[src/rtl/rs485_frame_parser_pkg.sv]
// ----------------------------------------------------------------------------
// rs485_frame_parser_pkg
// Shared definitions for the RS-485 frame parser: FSM state encoding, the
// two sync bytes that open every frame, the error codes reported on
// err_code, and the default values for the MAX_LEN and TIMEOUT parameters.
// ----------------------------------------------------------------------------
package rs485_frame_parser_pkg;

   localparam int DEF_MAX_LEN = 16;     // payload bytes per frame (1..255)
   localparam int DEF_TIMEOUT = 4096;   // inter-byte gap limit in bclk cycles

   localparam logic [7:0] SYNC1_BYTE = 8'h55;
   localparam logic [7:0] SYNC2_BYTE = 8'hAA;

   typedef enum logic [1:0] {
      ERR_NONE    = 2'd0,
      ERR_LEN     = 2'd1,
      ERR_CHK     = 2'd2,
      ERR_TIMEOUT = 2'd3
   } err_code_t;

   typedef enum logic [2:0] {
      S_HUNT1   = 3'd0,
      S_HUNT2   = 3'd1,
      S_ADDR    = 3'd2,
      S_LEN     = 3'd3,
      S_PAYLOAD = 3'd4,
      S_CHK     = 3'd5,
      S_DRAIN   = 3'd6
   } state_t;

   // The inter-byte gap is only policed once a frame header has been seen
   // and until its checksum byte has arrived.
   function automatic logic gap_counting(input state_t s);
      return (s == S_ADDR) || (s == S_LEN) || (s == S_PAYLOAD) || (s == S_CHK);
   endfunction

endpackage

[src/rtl/rs485_frame_parser_if.sv]
// ----------------------------------------------------------------------------
// rs485_frame_parser_if
// Bundles the byte-receiver input and the BRAM-write / status outputs of
// the frame parser.
//   rx_ready   receiver status, low while a byte is being sampled
//   rx_dout    received byte, valid when rx_ready returns high
//   bram_we    BRAM write enable, one cycle per payload byte
//   bram_addr  BRAM write address
//   bram_din   BRAM write data
//   frame_done one-cycle pulse after the last write of a good frame
//   frame_err  one-cycle pulse on a rejected frame
//   err_code   reason of the most recent rejection
//   busy       parser is inside a frame (not hunting for the first sync byte)
// Modport master is the parser side, slave is the surrounding system.
// ----------------------------------------------------------------------------
interface rs485_frame_parser_if;
   import rs485_frame_parser_pkg::*;

   logic       rx_ready;
   logic [7:0] rx_dout;
   logic       bram_we;
   logic [7:0] bram_addr;
   logic [7:0] bram_din;
   logic       frame_done;
   logic       frame_err;
   logic [1:0] err_code;
   logic       busy;

   modport master (
      input  rx_ready, rx_dout,
      output bram_we, bram_addr, bram_din, frame_done, frame_err, err_code, busy
   );

   modport slave (
      output rx_ready, rx_dout,
      input  bram_we, bram_addr, bram_din, frame_done, frame_err, err_code, busy
   );

endinterface

[src/rtl/rs485_byte_strobe.sv]
// ----------------------------------------------------------------------------
// rs485_byte_strobe
// Turns the receiver's rx_ready level into a one-cycle byte strobe, captures
// the byte on that strobe and presents it to the FSM one cycle later. While
// the FSM is draining its buffer (hold high) a delivered byte is parked in a
// one-byte pending register and released as soon as hold drops.
//   bclk       clock
//   reset      synchronous active-high reset
//   rx_ready   receiver status (rising edge marks a new byte)
//   rx_dout    received byte, sampled on the strobe
//   hold       FSM cannot accept a byte this cycle
//   strobe     rising edge of rx_ready (used to clear the gap counter)
//   byte_valid a byte is offered to the FSM this cycle
//   byte_data  the offered byte
// ----------------------------------------------------------------------------
module rs485_byte_strobe (
   input  logic       bclk,
   input  logic       reset,
   input  logic       rx_ready,
   input  logic [7:0] rx_dout,
   input  logic       hold,
   output logic       strobe,
   output logic       byte_valid,
   output logic [7:0] byte_data
);

   logic       rx_ready_reg;
   logic       cap_valid_reg;
   logic [7:0] cap_data_reg;
   logic       pend_valid_reg;
   logic [7:0] pend_data_reg;

   // The registered copy resets high so a receiver that is idle-high when
   // reset releases does not look like a fresh byte.
   assign strobe = rx_ready & ~rx_ready_reg;

   always_ff @(posedge bclk) begin
      if (reset) begin
         rx_ready_reg   <= 1'b1;
         cap_valid_reg  <= 1'b0;
         cap_data_reg   <= 8'h00;
         pend_valid_reg <= 1'b0;
         pend_data_reg  <= 8'h00;
      end else begin
         rx_ready_reg  <= rx_ready;
         cap_valid_reg <= strobe;
         if (strobe) begin
            cap_data_reg <= rx_dout;
         end
         // A freshly captured byte goes to the pending slot if the FSM is
         // blocked, or if an older pending byte is being released this very
         // cycle (the pending byte has priority, the new one waits behind it).
         if (cap_valid_reg && (hold || pend_valid_reg)) begin
            pend_valid_reg <= 1'b1;
            pend_data_reg  <= cap_data_reg;
         end else if (!hold && pend_valid_reg) begin
            pend_valid_reg <= 1'b0;
         end
      end
   end

   assign byte_valid = ~hold & (pend_valid_reg | cap_valid_reg);
   assign byte_data  = pend_valid_reg ? pend_data_reg : cap_data_reg;

endmodule

[src/rtl/rs485_frame_parser.sv]
// ----------------------------------------------------------------------------
// rs485_frame_parser
// Parses frames of the form 55 AA ADDR LEN payload[LEN] CHK arriving from a
// byte receiver. CHK is the 8-bit sum of ADDR, LEN and the payload. Payload
// bytes are staged in a local buffer and copied to an external BRAM starting
// at ADDR only once the checksum has been verified. Bad LEN, checksum
// mismatches and inter-byte gaps of TIMEOUT cycles reject the frame.
//   bclk   clock (all logic on the rising edge)
//   reset  synchronous active-high reset
//   bus    rs485_frame_parser_if.master (receiver in, BRAM/status out)
// ----------------------------------------------------------------------------
module rs485_frame_parser
   import rs485_frame_parser_pkg::*;
#(
   parameter int MAX_LEN = DEF_MAX_LEN,
   parameter int TIMEOUT = DEF_TIMEOUT
) (
   input  logic                 bclk,
   input  logic                 reset,
   rs485_frame_parser_if.master bus
);

   localparam int          IDX_W      = (MAX_LEN > 1) ? $clog2(MAX_LEN) : 1;
   localparam int          CNT_W      = $clog2(TIMEOUT + 1);
   localparam logic [7:0]  MAX_LEN_B  = 8'(MAX_LEN);
   localparam logic [CNT_W-1:0] TIMEOUT_LAST = CNT_W'(TIMEOUT - 1);

   state_t state_reg, state_next;

   logic       strobe;
   logic       byte_valid;
   logic [7:0] byte_data;

   logic [7:0]       base_addr_reg;
   logic [7:0]       len_reg;
   logic [7:0]       sum_reg;
   logic [7:0]       idx_reg;
   logic [CNT_W-1:0] gap_cnt_reg;

   logic [7:0] buf_mem [0:MAX_LEN-1];
   logic [IDX_W-1:0] buf_idx;

   logic       bram_we_reg;
   logic [7:0] bram_addr_reg;
   logic [7:0] bram_din_reg;
   logic       done_stage_reg;
   logic       frame_done_reg;
   logic       frame_err_reg;
   logic [1:0] err_code_reg;

   // Output-comb results
   logic      counting;
   logic      timeout;
   logic      len_bad;
   logic      chk_ok;
   logic      last_idx;
   logic      err_fire;
   err_code_t err_code_next;
   logic      drain_we;
   logic      buf_we;
   logic      busy;

   rs485_byte_strobe u_strobe (
      .bclk       (bclk),
      .reset      (reset),
      .rx_ready   (bus.rx_ready),
      .rx_dout    (bus.rx_dout),
      .hold       (state_reg == S_DRAIN),
      .strobe     (strobe),
      .byte_valid (byte_valid),
      .byte_data  (byte_data)
   );

   assign buf_idx = idx_reg[IDX_W-1:0];

   // ---------------------------------------------------------------- state
   always_ff @(posedge bclk) begin
      if (reset) begin
         state_reg <= S_HUNT1;
      end else begin
         state_reg <= state_next;
      end
   end

   // ----------------------------------------------------------- next state
   always_comb begin
      state_next = state_reg;
      case (state_reg)
         S_HUNT1: begin
            if (byte_valid && (byte_data == SYNC1_BYTE)) begin
               state_next = S_HUNT2;
            end
         end
         S_HUNT2: begin
            if (byte_valid) begin
               if (byte_data == SYNC2_BYTE) begin
                  state_next = S_ADDR;
               end else if (byte_data == SYNC1_BYTE) begin
                  state_next = S_HUNT2;
               end else begin
                  state_next = S_HUNT1;
               end
            end
         end
         S_ADDR: begin
            if (byte_valid) begin
               state_next = S_LEN;
            end else if (timeout) begin
               state_next = S_HUNT1;
            end
         end
         S_LEN: begin
            if (byte_valid) begin
               state_next = len_bad ? S_HUNT1 : S_PAYLOAD;
            end else if (timeout) begin
               state_next = S_HUNT1;
            end
         end
         S_PAYLOAD: begin
            if (byte_valid) begin
               if (last_idx) begin
                  state_next = S_CHK;
               end
            end else if (timeout) begin
               state_next = S_HUNT1;
            end
         end
         S_CHK: begin
            if (byte_valid) begin
               state_next = chk_ok ? S_DRAIN : S_HUNT1;
            end else if (timeout) begin
               state_next = S_HUNT1;
            end
         end
         S_DRAIN: begin
            if (last_idx) begin
               state_next = S_HUNT1;
            end
         end
         default: state_next = S_HUNT1;
      endcase
   end

   // --------------------------------------------------------------- outputs
   always_comb begin
      counting = gap_counting(state_reg);
      // A byte strobed or delivered in the same cycle beats the timeout.
      timeout  = counting && !strobe && !byte_valid && (gap_cnt_reg == TIMEOUT_LAST);
      len_bad  = (byte_data == 8'h00) || (byte_data > MAX_LEN_B);
      chk_ok   = (byte_data == sum_reg);
      last_idx = (idx_reg == (len_reg - 8'd1));

      err_fire      = 1'b0;
      err_code_next = ERR_NONE;
      if (timeout) begin
         err_fire      = 1'b1;
         err_code_next = ERR_TIMEOUT;
      end else if (byte_valid && (state_reg == S_LEN) && len_bad) begin
         err_fire      = 1'b1;
         err_code_next = ERR_LEN;
      end else if (byte_valid && (state_reg == S_CHK) && !chk_ok) begin
         err_fire      = 1'b1;
         err_code_next = ERR_CHK;
      end

      drain_we = (state_reg == S_DRAIN);
      buf_we   = byte_valid && (state_reg == S_PAYLOAD);
      busy     = (state_reg != S_HUNT1);
   end

   // ------------------------------------------------------- staging buffer
   // Not reset: contents are only meaningful between PAYLOAD and DRAIN.
   always_ff @(posedge bclk) begin
      if (buf_we) begin
         buf_mem[buf_idx] <= byte_data;
      end
   end

   // -------------------------------------------------------------- datapath
   always_ff @(posedge bclk) begin
      if (reset) begin
         base_addr_reg  <= 8'h00;
         len_reg        <= 8'h00;
         sum_reg        <= 8'h00;
         idx_reg        <= 8'h00;
         gap_cnt_reg    <= '0;
         bram_we_reg    <= 1'b0;
         bram_addr_reg  <= 8'h00;
         bram_din_reg   <= 8'h00;
         done_stage_reg <= 1'b0;
         frame_done_reg <= 1'b0;
         frame_err_reg  <= 1'b0;
         err_code_reg   <= ERR_NONE;
      end else begin
         if (strobe || !counting) begin
            gap_cnt_reg <= '0;
         end else begin
            gap_cnt_reg <= gap_cnt_reg + 1'b1;
         end

         // Buffer read is registered straight into the BRAM data port.
         bram_we_reg <= drain_we;
         if (drain_we) begin
            bram_addr_reg <= base_addr_reg + idx_reg;
            bram_din_reg  <= buf_mem[buf_idx];
         end
         // The last write appears one cycle after the last DRAIN cycle, and
         // frame_done one cycle after that, hence the two-stage pipe.
         done_stage_reg <= drain_we && last_idx;
         frame_done_reg <= done_stage_reg;

         frame_err_reg <= err_fire;
         if (err_fire) begin
            err_code_reg <= err_code_next;
         end

         if (byte_valid) begin
            case (state_reg)
               S_ADDR: begin
                  base_addr_reg <= byte_data;
                  sum_reg       <= byte_data;
               end
               S_LEN: begin
                  len_reg <= byte_data;
                  sum_reg <= sum_reg + byte_data;
                  idx_reg <= 8'h00;
               end
               S_PAYLOAD: begin
                  sum_reg <= sum_reg + byte_data;
                  idx_reg <= last_idx ? 8'h00 : idx_reg + 8'd1;
               end
               default: ;
            endcase
         end

         if (drain_we) begin
            idx_reg <= last_idx ? 8'h00 : idx_reg + 8'd1;
         end
      end
   end

   // Pulses and the write strobe are masked by reset so an abort takes
   // effect in the very cycle reset is asserted.
   assign bus.bram_we    = bram_we_reg & ~reset;
   assign bus.bram_addr  = bram_addr_reg;
   assign bus.bram_din   = bram_din_reg;
   assign bus.frame_done = frame_done_reg & ~reset;
   assign bus.frame_err  = frame_err_reg & ~reset;
   assign bus.err_code   = err_code_reg;
   assign bus.busy       = busy;

endmodule

[src/flat_wrapper.sv]
// flat-port wrapper written by rule: the top's interface ports become plain ports
module rs485_frame_parser_flat import rs485_frame_parser_pkg::*;
#(
   parameter int MAX_LEN = DEF_MAX_LEN,
   parameter int TIMEOUT = DEF_TIMEOUT
)
  (bclk, reset, bus_rx_ready, bus_rx_dout, bus_bram_we, bus_bram_addr, bus_bram_din, bus_frame_done, bus_frame_err, bus_err_code, bus_busy);
  rs485_frame_parser_if bus_i ();
  input  logic bclk;
  input  logic reset;
  input wire logic [$bits(bus_i.rx_ready)-1:0] bus_rx_ready;
  input wire logic [$bits(bus_i.rx_dout)-1:0] bus_rx_dout;
  output wire logic [$bits(bus_i.bram_we)-1:0] bus_bram_we;
  output wire logic [$bits(bus_i.bram_addr)-1:0] bus_bram_addr;
  output wire logic [$bits(bus_i.bram_din)-1:0] bus_bram_din;
  output wire logic [$bits(bus_i.frame_done)-1:0] bus_frame_done;
  output wire logic [$bits(bus_i.frame_err)-1:0] bus_frame_err;
  output wire logic [$bits(bus_i.err_code)-1:0] bus_err_code;
  output wire logic [$bits(bus_i.busy)-1:0] bus_busy;
  assign bus_i.rx_ready = bus_rx_ready;
  assign bus_i.rx_dout = bus_rx_dout;
  assign bus_bram_we = bus_i.bram_we;
  assign bus_bram_addr = bus_i.bram_addr;
  assign bus_bram_din = bus_i.bram_din;
  assign bus_frame_done = bus_i.frame_done;
  assign bus_frame_err = bus_i.frame_err;
  assign bus_err_code = bus_i.err_code;
  assign bus_busy = bus_i.busy;
  rs485_frame_parser #(.MAX_LEN(MAX_LEN), .TIMEOUT(TIMEOUT)) u_core (.bclk(bclk), .reset(reset), .bus(bus_i));
endmodule
[config.mk]
export PLATFORM = sky130hd
export DESIGN_NAME = rs485_frame_parser_flat
export DESIGN_NICKNAME = d
export VERILOG_FILES = /design/src/rtl/rs485_frame_parser_pkg.sv /design/src/rtl/rs485_frame_parser_if.sv /design/src/rtl/rs485_byte_strobe.sv /design/src/rtl/rs485_frame_parser.sv /design/src/flat_wrapper.sv
export SDC_FILE = /design/constraint.sdc
export NUM_CORES = 1
export LEC_CHECK = 0
export ABC_CLOCK_PERIOD_IN_PS = 3000
export CAP_MARGIN = 10
export CORE_UTILIZATION = 55
export DETAILED_ROUTE_END_ITERATION = 10
export GPL_TIMING_DRIVEN = 0
export PLACE_DENSITY_LB_ADDON = 0.25
export SYNTH_ARGS = -nofsm -noshare
export SYNTH_HDL_FRONTEND = slang
export SYNTH_HIERARCHICAL = 1
export SYNTH_SLANG_ARGS = --single-unit
[constraint.sdc]
create_clock -name bclk -period 3 [get_ports bclk]
set_clock_uncertainty 0.05 [all_clocks]
set_input_delay 0.6 -clock bclk [delete_from_list [all_inputs] [get_ports bclk]]
set_output_delay 0.6 -clock bclk [all_outputs]
set_load 0.05 [all_outputs]
==> results of run 1 <==
per-stage QoR:
stage          hold slack (ps)  utilization [%]  area (um^2)  instances
2_1_floorplan              364                -         9590        770
3_3_place_gp               372             60.5        10200       1022
3_5_place_dp               397             60.5        10200       1022
4_1_cts                    405             66.1        11100       1067
5_1_grt                    424             66.3        11200       1067
6_report                   403             66.3        11200       1067
area by class of cell:
type,instances,share of cell area (%)
Sequential cell,217,50.4
Timing Repair Buffer,40,3.62
Inverter,21,0.752
Clock inverter,8,0.550
Buffer,31,1.63
Multi-Input combinational cell,500,35.0
Tap cell,220,2.47
Clock buffer,30,5.58
worst max-delay path by stage:
stage / start / to / cells after the start
2_1_floorplan: u_core/state_reg[0]$_SDFFE_PP0P_ / u_core/buf_mem[0][0]$_DFFE_PP_ / 10
3_3_place_gp: u_core/state_reg[0]$_SDFFE_PP0P_ / u_core/buf_mem[0][1]$_DFFE_PP_ / 10
3_5_place_dp: u_core/state_reg[0]$_SDFFE_PP0P_ / u_core/buf_mem[1][1]$_DFFE_PP_ / 10
4_1_cts: u_core/state_reg[0]$_SDFFE_PP0P_ / u_core/buf_mem[2][0]$_DFFE_PP_ / 12
5_1_grt: u_core/u_strobe/pend_valid_reg$_SDFFE_PP0P_ / u_core/sum_reg[7]$_SDFFE_PP0P_ / 9
6_report: u_core/u_strobe/pend_valid_reg$_SDFFE_PP0P_ / u_core/sum_reg[7]$_SDFFE_PP0P_ / 9
per-layer routing:
layer	track usage (%)	routed length (um)	vias to the layer above
met4	9.53	710	0
met3	4.42	1600	49
li1	-	-	2958
met5	0	0	-
met2	41.2	10400	295
met1	33.7	8900	3131
Yosys cell counts, types with 7 or more instances:
master / n / area, um^2
nand2b_1: 9 / 56.3
or3_1: 7 / 43.8
inv_1: 18 / 67.6
mux4_1: 17 / 447
clkbuf_1: 12 / 45.0
xnor2_1: 21 / 184
a211oi_1: 8 / 60.1
dfxtp_1: 89 / 1780
nor2b_1: 11 / 68.8
ha_1: 20 / 250
mux4_2: 23 / 518
nor2_1: 60 / 225
o21ai_0: 17 / 85.1
nand3_1: 7 / 35.0
buf_2: 13 / 65.1
and3_1: 9 / 56.3
mux2_2: 8 / 90.1
nor3_1: 15 / 75.1
edfxtp_1: 128 / 3840
xor2_1: 13 / 114
nand2_1: 122 / 458
a21oi_1: 65 / 325
worst reg2reg max path, stage by stage, from the launching register on:
cell and delay (ps):
dfxtp_1 380, buf_6 200, mux2_4 410, ha_1 360, a211oi_1 320, o21ai_0 210
o22ai_2 190, mux2i_1 120, or3_1 340, a41oi_1 190
kinds of logic after synthesis:
group / count (synthesis)
multiplexers: 52
flip-flops: 217
AO/OA/AOI/OAI: 122
XOR/XNOR: 34
buffers and inverters: 54
adder cells (fa/ha/maj): 22
AND/OR/NAND/NOR: 269
where the power goes:
group	internal [uW]	total (uW)	switching [uW]
Clock	1530	2590	1060
Combinational	35.1	110	74.8
Sequential	3140	3150	4.25
Total	4700	5840	1140
repair_timing:
item                                    in CTS  in global routing
cloned                                       0                  1
setup buffers                                7                  1
hold buffers                                 0                  0
endpoints found under the setup margin     141                139
pin swaps                                    6                  1
gates resized for setup                     50                 10
==> impl_metrics.ini, run 1 <==
[status]
outcome = completed

[timing]
final_hold_viol_count = 0
fmax_ghz = 0.350
drv_slew = 0
fin_ws_ps = 144
tightest_slew_ps = 911
tns_ps = 0
setup-violations-final = 0
final.period_utilization_pct = 95.2
grt_setup_unrepaired = false
fin_crit_ps = 2860
slew_headroom_pct = 39.3

[route]
drt_iter0_markers = 597
final_antenna_net_count = 0
wl_um = 21600
viasPerCell = 6.03
first_pass_iters = 5
drc = 0
vias = 6433
wl_per_cell_um = 20.3

[layout]
ff_latch_area_um2 = 5630
largest_reg_flops = 128
final_common_cell = edfxtp_1
multi_input_area_um2 = 3900
drive_above_1_share_pct = 15.3
syn_to_final_growth_pct = 16.5
nFillCells = 1212
final_cell_mix = edfxtp_1 (128), nand2_1 (118), dfxtp_1 (89), a21oi_1 (65), nor2_1 (46)
fin_nets = 866
diodes = 0

[cts]
cts_max_level = 1
cts_made_buffers = 22
clk_path_buf_depth = 3
root_buffer = clkbuf_16
cts.sinks = 217
clk_pin_slew_ps = 60
cts_tree = done
insertion_delay_ps = 500

[critical_path]
arrival_ps = 3210
crit_slowest_cell = mux2_4
r2r_cells = 9
r2r_end = u_core/sum_reg[7]$_SDFFE_PP0P_
ff2ff_setup_slack_ps = 140
crit_path_end_kind = flip-flop
worst-path-buf-inv = 1
critPathLaunchType = flip-flop
worstSetupPathType = reg2reg
path_max_fanout = 12
crit_required_ps = 3350
r2r_start = u_core/u_strobe/pend_valid_reg$_SDFFE_PP0P_
cp_top_family = compound AO/OA/AOI/OAI gates
slowest_delay_ps = 410
crit_chain = buf_6, mux2_4, ha_1, a211oi_1, o21ai_0, o22ai_2, mux2i_1, or3_1, a41oi_1

[synth]
synthAdderAreaFrac_pct = 3.03
synth_cell_types = 59
ys_ff_latch = 217
synth-seq-area-share_pct = 58.7
synthXorXnorAreaFrac_pct = 3.11
synth_top_family_by_area = simple AND/OR/NAND/NOR gates
async_flop_share_pct = 0
synthFlopType = edfxtp_1
synth_edf_count = 128
synth_compound_area_share_pct = 7.91
synth_fp_nets = 803
synthMuxAreaShare_pct = 11.4
syn-cell-area_um2 = 9580
yosys_warnings = 6
synth-simple-area-share_pct = 13.1
avgSynthCellArea_um2 = 12.4
syn_inst = 770

[worst_hold_path]
min_to = u_core/bus.bram_addr[4]$_SDFFE_PP0P_
min_path_type = reg2reg
worst_hold_path.num_cells = 2
worstHoldStart = u_core/bus.bram_addr[4]$_SDFFE_PP0P_

[global_routing]
grt_pass1_wl_um = 33900
grt_max_degree = 25
antenna_found_initial = 0
grt_usage_pct = 25.2
grt_pass1_vias = 6185
overflow = 0

[floorplan]
start_util_pct = 56.9
io_pins = 33
coreArea_um2 = 16800
dieArea_um2 = 17900
rows = 47
die_h_um = 134
fp.dieW_um = 134

[power_and_ir_drop]
power.leakage_uw = 0.00379
power_density_nw_per_um2 = 524
finalPower_uw = 5840
ir_drop_v = 0.000487

[flow_run]
drv_cap = 0

[placement]
place_ws_ps = -1240
place_congestion = 0.880
port_buffers = 32
place_hpwl_um = 14100
Note: power is estimated with default switching activity, not from simulation.
==> run 2: changes to the inputs <==
--- a/config.mk
+++ b/config.mk
@@ -8,9 +8,11 @@
 export ABC_CLOCK_PERIOD_IN_PS = 3000
 export CAP_MARGIN = 10
 export CORE_UTILIZATION = 55
+export CTS_BUF_LIST = sky130_fd_sc_hd__clkbuf_16
 export DETAILED_ROUTE_END_ITERATION = 10
 export GPL_TIMING_DRIVEN = 0
 export PLACE_DENSITY_LB_ADDON = 0.25
+export SLEW_MARGIN = 40
 export SYNTH_ARGS = -nofsm -noshare
 export SYNTH_HDL_FRONTEND = slang
 export SYNTH_HIERARCHICAL = 1
==> run 2 against run 1 <==
Via count shrank 0.50%. Die area is the same. Fmax down 1.8%. Setup slack lost 53 ps. Register-to-register slack got worse by 50 ps. Critical path depth increased by 3. Flip-flop and latch count unchanged. Cell area is 1.0% higher. Critical path type unchanged.
==> impl_metrics.ini, run 2 (synthesis gave the netlist of run 1 again) <==
[status]
outcome = completed

[layout]
multi_input_area_um2 = 3920
syn_to_final_growth_pct = 17.7
largest_reg_flops = 128
ff_latch_area_um2 = 5630
final_cell_area_um2 = 11300
final_cell_mix = edfxtp_1 (128), nand2_1 (118), dfxtp_1 (89), a21oi_1 (65), nor2_1 (46)
diodes = 0
nFillCells = 1198
final_common_cell = edfxtp_1
fin_nets = 870
drive_above_1_share_pct = 16.3

[cts]
clk_path_buf_depth = 3
cts.sinks = 217
clk_pin_slew_ps = 60
cts_max_level = 1
root_buffer = clkbuf_16
insertion_delay_ps = 510
cts_made_buffers = 22
cts_tree = done
hold_buffers = 0

[critical_path]
crit_path_end_kind = flip-flop
crit_slowest_cell = dfxtp_1
worstSetupPathType = reg2reg
critPathLaunchType = flip-flop
ff2ff_setup_slack_ps = 90
critical_path_depth = 12
slowest_delay_ps = 350
worst-path-buf-inv = 6
crit_chain = nand2b_2, or2_2, buf_2, inv_4, buf_6, nor2_2, buf_4, nor3b_4, buf_4, nand2_2, nor3_4, buf_4
cp_top_family = simple AND/OR/NAND/NOR gates
r2r_start = u_core/state_reg[0]$_SDFFE_PP0P_
path_max_fanout = 14
startpoint = u_core/state_reg[0]$_SDFFE_PP0P_
arrival_ps = 3080
r2r_end = u_core/buf_mem[0][7]$_DFFE_PP_
crit_top_cell = buf_4
r2r_cells = 12
cp-endpoint = u_core/buf_mem[0][7]$_DFFE_PP_
crit_required_ps = 3170

[route]
wl_per_cell_um = 20.8
vias = 6401
drt_iter0_markers = 536
final_antenna_net_count = 0
wl_um = 22300
drc = 0
viasPerCell = 5.97
first_pass_iters = 5

[timing]
slew_headroom_pct = 50.1
setup-violations-final = 0
drv_slew = 0
fmax_ghz = 0.344
fin_crit_ps = 2910
tns_ps = 0
final.period_utilization_pct = 97.0
final_hold_viol_count = 0
tightest_slew_ps = 749
grt_setup_unrepaired = true

[floorplan]
rows = 47
fp.dieW_um = 134
dieArea_um2 = 17900
coreArea_um2 = 16800
io_pins = 33
start_util_pct = 56.9
die_h_um = 134

[global_routing]
grt_pass1_vias = 6195
overflow = 0
grt_usage_pct = 25.1
grt_pass1_wl_um = 33700
grt_max_degree = 25
antenna_found_initial = 0

[placement]
port_buffers = 32
place_hpwl_um = 14100
place_congestion = 0.880
post_dp_cell_area_um2 = 10200

[worst_hold_path]
worst_hold_path.num_cells = 2
min_path_type = reg2reg

[power_and_ir_drop]
ir_drop_v = 0.000547
power.leakage_uw = 0.00384
power_density_nw_per_um2 = 524
finalPower_uw = 5910

[flow_run]
drv_cap = 0
==> run 2: changes by cell type in the layout (fill, tap and decap cells not counted), moves of 2 or more <==
cell	change
buf_12	+4
inv_1	+2
inv_2	+3
buf_4	-2
clkbuf_1	-5
clkbuf_8	-2
==> run 2: area by class of cell <==
cell class | count | share of cell area, %
clock inverters | 16 | 1.08
clock buffers | 23 | 5.11
well taps | 220 | 2.44
plain buffers | 33 | 1.77
repair buffers | 42 | 4.16
flip-flops and latches | 217 | 49.9
inverters | 21 | 0.744
multi-input cells | 500 | 34.8
==> run 2: worst reg2reg max path, delay by kind of cell (launching register included) <==
kind	cells	cell delay, ps
and+or+nand+nor	6	1170
DFF	1	350
buffers and inverters	6	1080
==> run 2: timing repair <==
item	in CTS	in global routing
pin swaps	7	1
setup endpoints to repair	142	128
gates resized for setup	47	12
buffers inserted	10	0
cloned	0	1
==> run 2: power by group <==
group,switching (uW),total (uW),internal (uW)
clock network,1100,2650,1550
logic,78.2,113,35.2
registers,4.36,3150,3140
total,1180,5910,4730
==> run 2: per-stage QoR <==
step / util [%] / std cells / hold WS [ps] / setup slack (ps)
2_1_floorplan: - / 770 / 364 / -56.3
3_3_place_gp: 60.5 / 1022 / 372 / -1170
3_5_place_dp: 60.6 / 1022 / 397 / -902
4_1_cts: 66.6 / 1071 / 404 / 30.3
5_1_grt: 67.0 / 1072 / 424 / -13.3
6_report: 67.0 / 1072 / 400 / 91.4
==> run 2: routing by layer <==
metal | share of wire (%) | wire length, um | GRT usage, %
met5 | 0 | 0 | 0
met4 | 3.0 | 663 | 9.41
met3 | 6.4 | 1430 | 4.31
met2 | 48 | 10800 | 41.2
met1 | 42 | 9390 | 33.6
==> run 2: worst min path at each step <==
stage / from / endpoint / slack, ps
finish: u_core/bus.bram_addr[4]$_SDFFE_PP0P_ / u_core/bus.bram_addr[4]$_SDFFE_PP0P_ / 400
global route: u_core/u_strobe/pend_data_reg[6]$_SDFFE_PP0P_ / u_core/u_strobe/pend_data_reg[6]$_SDFFE_PP0P_ / 420
CTS: u_core/bus.bram_addr[4]$_SDFFE_PP0P_ / u_core/bus.bram_addr[4]$_SDFFE_PP0P_ / 400
detailed placement: u_core/bus.err_code[0]$_SDFFE_PP0P_ / u_core/bus.err_code[0]$_SDFFE_PP0P_ / 400
global placement: u_core/done_stage_reg$_SDFF_PP0_ / u_core/frame_done_reg$_SDFF_PP0_ / 370
floorplan: u_core/done_stage_reg$_SDFF_PP0_ / u_core/frame_done_reg$_SDFF_PP0_ / 360
